`config.mk`:
```
export PLATFORM = sky130hd
export DESIGN_NAME = div10x4
export DESIGN_NICKNAME = d
export VERILOG_FILES = /design/src/rtl/div10x4.sv
export SDC_FILE = /design/constraint.sdc
export NUM_CORES = 1
export LEC_CHECK = 0
export ABC_CLOCK_PERIOD_IN_PS = 3700
export BUFFER_PORTS_ARGS = -buffer_cell sky130_fd_sc_hd__buf_2
export CORE_ASPECT_RATIO = 1.75
export CORE_MARGIN = 2
export CORE_UTILIZATION = 45
export DETAILED_ROUTE_END_ITERATION = 10
export MAX_ROUTING_LAYER = met4
export PLACE_DENSITY = 0.68
export SLEW_MARGIN = 20
export SYNTH_ARGS = -nofsm -noshare
export SYNTH_HDL_FRONTEND = slang
export SYNTH_SLANG_ARGS = --single-unit
```
`constraint.sdc`:
```
create_clock -name clk -period 3.7 [get_ports clk]
set_input_delay 0.555 -clock clk [delete_from_list [all_inputs] [get_ports clk]]
set_output_delay 0.555 -clock clk [all_outputs]
set_load 0.02 [all_outputs]
```
`src/rtl/div10x4.sv`:
```
// Radix-2 restoring divider: 10-bit dividend / 4-bit divisor, one quotient bit per clock.
// Valid/ready handshake on both the input and the output side.
module div10x4 (
   input  logic       clk,
   input  logic       rst,
   input  logic       in_valid,
   output logic       in_ready,
   input  logic [9:0] a,
   input  logic [3:0] b,
   output logic       out_valid,
   input  logic       out_ready,
   output logic [9:0] q,
   output logic [3:0] r,
   output logic       ovf,
   output logic       dz
);

   typedef enum logic [1:0] {IDLE, BUSY, DONE} state_t;

   state_t      state_q, state_d;
   logic [9:0]  a_shift_q, a_shift_d;
   logic [3:0]  b_q, b_d;
   logic [4:0]  rem_q, rem_d;
   logic [3:0]  cnt_q, cnt_d;
   logic [9:0]  q_work_q, q_work_d;
   logic [9:0]  q_q, q_d;
   logic [3:0]  r_q, r_d;
   logic        ovf_q, ovf_d;
   logic        dz_q, dz_d;

   logic [4:0]  p;
   logic        q_bit;
   logic [4:0]  rem_step;
   logic [9:0]  q_work_step;

   // One restoring step; rem stays below b, so rem[4] is always zero.
   always_comb begin
      p           = {rem_q[3:0], a_shift_q[9]};
      q_bit       = (p >= {1'b0, b_q});
      rem_step    = q_bit ? (p - {1'b0, b_q}) : p;
      q_work_step = {q_work_q[8:0], q_bit};
   end

   always_comb begin
      state_d   = state_q;
      a_shift_d = a_shift_q;
      b_d       = b_q;
      rem_d     = rem_q;
      cnt_d     = cnt_q;
      q_work_d  = q_work_q;
      q_d       = q_q;
      r_d       = r_q;
      ovf_d     = ovf_q;
      dz_d      = dz_q;
      case (state_q)
         IDLE: begin
            if (in_valid) begin
               b_d = b;
               if (b == 4'd0) begin
                  q_d     = 10'h3FF;
                  r_d     = 4'd0;
                  ovf_d   = 1'b1;
                  dz_d    = 1'b1;
                  state_d = DONE;
               end else begin
                  a_shift_d = a;
                  rem_d     = 5'd0;
                  cnt_d     = 4'd9;
                  q_work_d  = 10'd0;
                  state_d   = BUSY;
               end
            end
         end
         BUSY: begin
            rem_d     = rem_step;
            q_work_d  = q_work_step;
            a_shift_d = {a_shift_q[8:0], 1'b0};
            if (cnt_q == 4'd0) begin
               q_d     = q_work_step;
               r_d     = rem_step[3:0];
               ovf_d   = |q_work_step[9:6];
               dz_d    = 1'b0;
               state_d = DONE;
            end else begin
               cnt_d = cnt_q - 4'd1;
            end
         end
         DONE: begin
            if (out_ready) begin
               state_d = IDLE;
            end
         end
         default: state_d = IDLE;
      endcase
   end

   always_ff @(posedge clk or posedge rst) begin
      if (rst) begin
         state_q   <= IDLE;
         a_shift_q <= '0;
         b_q       <= '0;
         rem_q     <= '0;
         cnt_q     <= '0;
         q_work_q  <= '0;
         q_q       <= '0;
         r_q       <= '0;
         ovf_q     <= 1'b0;
         dz_q      <= 1'b0;
      end else begin
         state_q   <= state_d;
         a_shift_q <= a_shift_d;
         b_q       <= b_d;
         rem_q     <= rem_d;
         cnt_q     <= cnt_d;
         q_work_q  <= q_work_d;
         q_q       <= q_d;
         r_q       <= r_d;
         ovf_q     <= ovf_d;
         dz_q      <= dz_d;
      end
   end

   assign in_ready  = (state_q == IDLE);
   assign out_valid = (state_q == DONE);
   assign q         = q_q;
   assign r         = r_q;
   assign ovf       = ovf_q;
   assign dz        = dz_q;

endmodule
```
Word level (Yosys, flattened, before mapping). Cells that the tools add are included.

Add/sub/neg operators: 2. Order comparisons: 1. Eq/ne operators: 8. Muxes and demuxes: 33. Reductions and logical operators: 10.

Operator list (count): two-way mux 10 bit (5); one-hot mux 10 bit (2 select lines) (2); two-way mux 4 bit (9); one-hot mux 4 bit (2 select lines) (3); two-way mux 9 bit (2); one-hot mux 9 bit (2 select lines) (1); logical NOT 4 bit (2); two-way mux 2 bit (4); inequality test 2 bit (second input constant) (4); AND reduction 4 bit (2); one-hot mux 2 bit (3 select lines) (1); AND reduction 3 bit (2); >= comparator 5 x 4 -> 1 bit (1); two-way mux 1 bit (4); inequality test 2 x 1 -> 1 bit (second input constant) (2); one-hot mux 1 bit (2 select lines) (2); OR reduction 4 bit (1); subtractor 4 x 1 -> 4 bit (second input constant) (1); subtractor 4 bit (1); == test 2 x 1 -> 1 bit (second input constant) (1); == test 2 bit (second input constant) (1); logical NOT 2 bit (1); AND reduction 2 bit (1); nonzero test 2 bit (1).

Flip-flop bits (word level): 49. Bits of input ports: 18. Output and inout bits: 18. Logic and storage cells: 64.

Logic depth before layout (Yosys ltp).
Depth after elaboration: 4. Mapped depth: 9. Gate-level depth less buffers: 7.

Worst setup path after synthesis. Ideal clock, no wire load.

Kind: register to register. Start: register cnt_q[0]. End: register ovf_q, in the netlist ovf. Library setup time: 0.126 ns. Arrival time: 1.688 ns. Data required time: 3.574 ns. Path slack: 1.886 ns. Cell stages (with the launch flop): 8. Path buffers: 2. Clock period less this slack: 1.814 ns. Cells stage by stage: dfrtp_1 > inv_1 > ha_1 > or3b_1 > or2_1 > buf_6 > buf_8 > o32a_1.

Longest elaborated chain between the ends: 3.

RTL lines: start, declared (RTL line 24) `logic [3:0] cnt_q, cnt_d;`; start signal, assigned (RTL line 114) `cnt_q <= cnt_d;`; logical NOT 4 bit (RTL line 78) `if (cnt_q == 4'd0) begin`; inequality test 2 bit (no source line); AND reduction 4 bit (no source line); end signal, assigned (RTL line 118) `ovf_q <= ovf_d;`; end, declared (RTL line 28) `logic ovf_q, ovf_d;`.

Every way passes these cells. A chain may end at the register's enable or synchronous reset.

Worst setup path after layout.
Start: register rem_q[1]. End: register r_q[0], in the netlist r[0].

Longest elaborated chain between the ends: 4.

RTL lines: start, declared (RTL line 23) `logic [4:0] rem_q, rem_d;`; start signal, assigned (RTL line 113) `rem_q <= rem_d;`; >= comparator 5 x 4 -> 1 bit (RTL line 39) `q_bit = (p >= {1'b0, b_q});`; two-way mux 4 bit (RTL line 40) `rem_step = q_bit ? (p - {1'b0, b_q}) : p;`; two-way mux 4 bit (RTL line 78); one-hot mux 4 bit (2 select lines) (RTL line 55) `case (state_q)`; end signal, assigned (RTL line 117) `r_q <= r_d;`; end, declared (RTL line 27) `logic [3:0] r_q, r_d;`.

Every way passes these cells. The select of a mux whose other input is x is not followed.

==> summary.txt <==
STA
  • Max Slew Vio Count: 0
  • Final setup violating endpoints: 0
  • Crit share post-route: 56.2%
  • RSZ-0062 raised after global routing: false
  • Fmax: 0.481 GHz
  • Worst Skew: 0.0106 ns
  • Tmin final: 2.08 ns
  • Final hold slack: 0.366 ns
  • Setup TNS: 0 ns
  • Final hold violations: 0
  • Worst setup margin: 1.62 ns
  • Worst slew pin tran: 0.837 ns
  • Slew headroom: 44.2%

Clock network
  • Post-CTS Hold Buffers: 0
  • CTS Sinks: 49
  • Setup bufs post-CTS: 0
  • Root buf cell: clkbuf_8
  • Max Buffers Root-to-Sink: 2
  • H-tree depth: 2
  • CTS tree: built
  • Num CTS Buffers: 5
  • Clk slew on worst S/H paths: 0.10 ns
  • Post-CTS Resized: 0
  • Clock latency on the worst-skew pair: 0.31 ns

Synthesis
  • Post-synthesis cell area: 2240 sq um
  • Post-synth EDFFs: 0
  • Post-Synthesis Cells: 220
  • Post-synthesis average cell area: 10.2 sq um
  • Yosys reg bits: 49
  • Sequential fraction of the synthesis area: 54.8%
  • Async set-reset flop share out of synthesis: 100%
  • Syn_nets: 245
  • Post-synthesis cell type count: 41
  • Yosys warnings: 0
  • Ys flop type: dfrtp_1

Routing
  • Routed wire per std cell: 14.1 um
  • Vias per cell: 5.34
  • Vias: 1644
  • Drt drc: 0
  • WL final: 4.33 mm
  • Antenna-violating nets left: 0
  • Initial drt markers: 22
  • Drt pass-1 iters: 4

Global routing
  • Initial antenna violation count: 0
  • Number of global-route vias before repair: 1612
  • Overflow after GRT: 0
  • Largest net degree at the start of global routing: 50
  • GRT Util Overall: 17.5%
  • First-pass GRT wire length: 7.51 mm

Setup path
  • Worst Reg2Reg Path Length in Cells: 5
  • WS Path Type: reg2reg
  • CP Max Fanout: 6
  • Startpoint types: flop
  • Worst endpoint data arrival time: 2.29 ns
  • Required @ worst endpoint: 3.91 ns
  • Kind of end point of the critical path: flop

Pwr
  • Total power: 2.52 mW
  • Logic pwr share: 47.0%
  • Switching fraction of total power: 40.9%
  • Pleak: 1.24 nW
  • Clock share of power: 15.1%
  • Switching power: 1.03 mW
  • Share of power burned in registers: 37.9%
  • Pwr dens: 996 nW/um^2
  • Max VDD drop: 0.000680 V
  • Power Internal: 1.49 mW

Placed design
  • Port bufs: 35
  • Post-Place Setup Slack: 1.63 ns
  • Placed Instances: 300
  • DP Area: 2420 sq um
  • Final HPWL DP: 3.12 mm
  • Final GP Congestion: 0.800

Floorplan
  • Initial core utilization: 45.8%
  • Io pins: 36
  • Core area: 4890 sq um
  • Die Ht: 97.3 um
  • Die Area: 5580 sq um
  • Row count: 34
  • Die Width: 57.3 um

Flow run
  • Max_cap viols: 0

Finish
  • Layout Cells excl Fill: 308
  • Design area: 2530 sq um
  • Final core occ: 51.8%
  • Fill count: 467
  • Reg area: 1230 sq um
  • Share of layout cells above drive strength 1: 23.2%
  • Final nets: 278
  • Multi-input gate area: 892 sq um
  • Antenna cells: 0
  • Syn-to-layout area delta: 13.2%

Status
  • Status: finished clean

Worst hold path
  • Worst hold path type: in2async
metal layers:
metal,wire [um],global-route usage (%),vias up
met3,139,3.20,5
li1,-,-,816
met5,0,-,-
met4,66,5.37,0
met2,2240,29.0,34
met1,1890,21.6,789
power by group through the flow:
stage	combinational (mW)	sequential, mW	clock [mW]
2_1_floorplan	0.835	1.04	0
3_3_place_gp	1.17	0.962	0
3_5_place_dp	1.20	0.973	0
4_1_cts	1.20	0.960	0.387
5_1_grt	1.34	0.987	0.409
6_report	1.19	0.957	0.381
synth_stat cells (2+ instances only):
cell	count	area, sq um
nor3_2	5	50.1
nand3_1	3	15.0
o22ai_1	3	18.8
nand2b_1	2	12.5
xor2_1	2	17.5
ha_1	6	75.1
a21oi_1	2	10.0
a22o_1	10	87.6
buf_6	2	22.5
nor2_1	28	105
dfrtp_1	49	1230
a31oi_1	9	56.3
o21ai_0	13	65.1
buf_2	3	15.0
nand2_1	39	146
o22a_2	2	20.0
inv_1	12	45.0
mux2_2	3	33.8
nor3_1	3	15.0
clkbuf_1	3	11.3
cell type report:
cell class | count | area share (%)
flip-flops and latches | 49 | 48.4
clock buffers | 6 | 2.86
multi-input cells | 148 | 35.2
inverters | 12 | 1.83
clock inverters | 2 | 1.53
repair buffers | 37 | 7.51
well taps | 54 | 2.67
cell usage in the layout (no fill, tap or decap), drive strengths merged, types with 2 or more instances in the layout:
cell,instances
clkbuf,6
a22o,10
xor2,2
buf,37
nand2,39
inv,11
o21ai,14
mux2,3
dfrtp,49
clkinv,2
a31oi,9
ha,6
nor3,8
o22ai,3
o22a,3
nor2,28
a21oi,2
nand3,3
nand2b,2
worst max-delay path, stage by stage (launching register included):
cell and delay [ns]:
dfrtp_1 0.42, ha_1 0.39, o21ai_0 0.10, o21ai_1 0.50, mux2_2 0.42, o21ai_0 0.18
cells by family (layout without fill, tap and decap cells):
logic type | after synthesis | count (layout) | share of synthesized area, %
AND/OR/NAND/NOR | 88 | 88 | 18.3
AO/OA/AOI/OAI | 46 | 46 | 14.1
XOR/XNOR | 3 | 3 | 1.17
buffers and inverters | 23 | 57 | 5.37
adder cells (fa/ha/maj) | 7 | 7 | 4.25
flip-flops | 49 | 49 | 54.8
multiplexers | 4 | 4 | 1.96
sequential cells by signal, summed over array words and instances (netlist names):
name and count:
cnt_q 4, b_q 4, state_q 2, ovf 1, q 10, a_shift_q 10, r 4, dz 1
q_work_q 9, rem_q 4
worst paths after layout:
kind | start | endpoint | slack, ns
max in group asynchronous | rst | state_q[0]$_DFFE_PP0P_ | 2.81
worst min-delay path | rst | ovf$_DFFE_PP0P_ | 0.37
worst max register to register | rem_q[1]$_DFFE_PP0P_ | r[0]$_DFFE_PP0P_ | 1.62
worst min register to register | dz$_DFFE_PP0P_ | dz$_DFFE_PP0P_ | 0.49
worst max-delay path | rem_q[1]$_DFFE_PP0P_ | r[0]$_DFFE_PP0P_ | 1.62
min in group clk | out_ready | state_q[1]$_DFFE_PP0P_ | 0.45
Power figures use the tool's default switching activity.
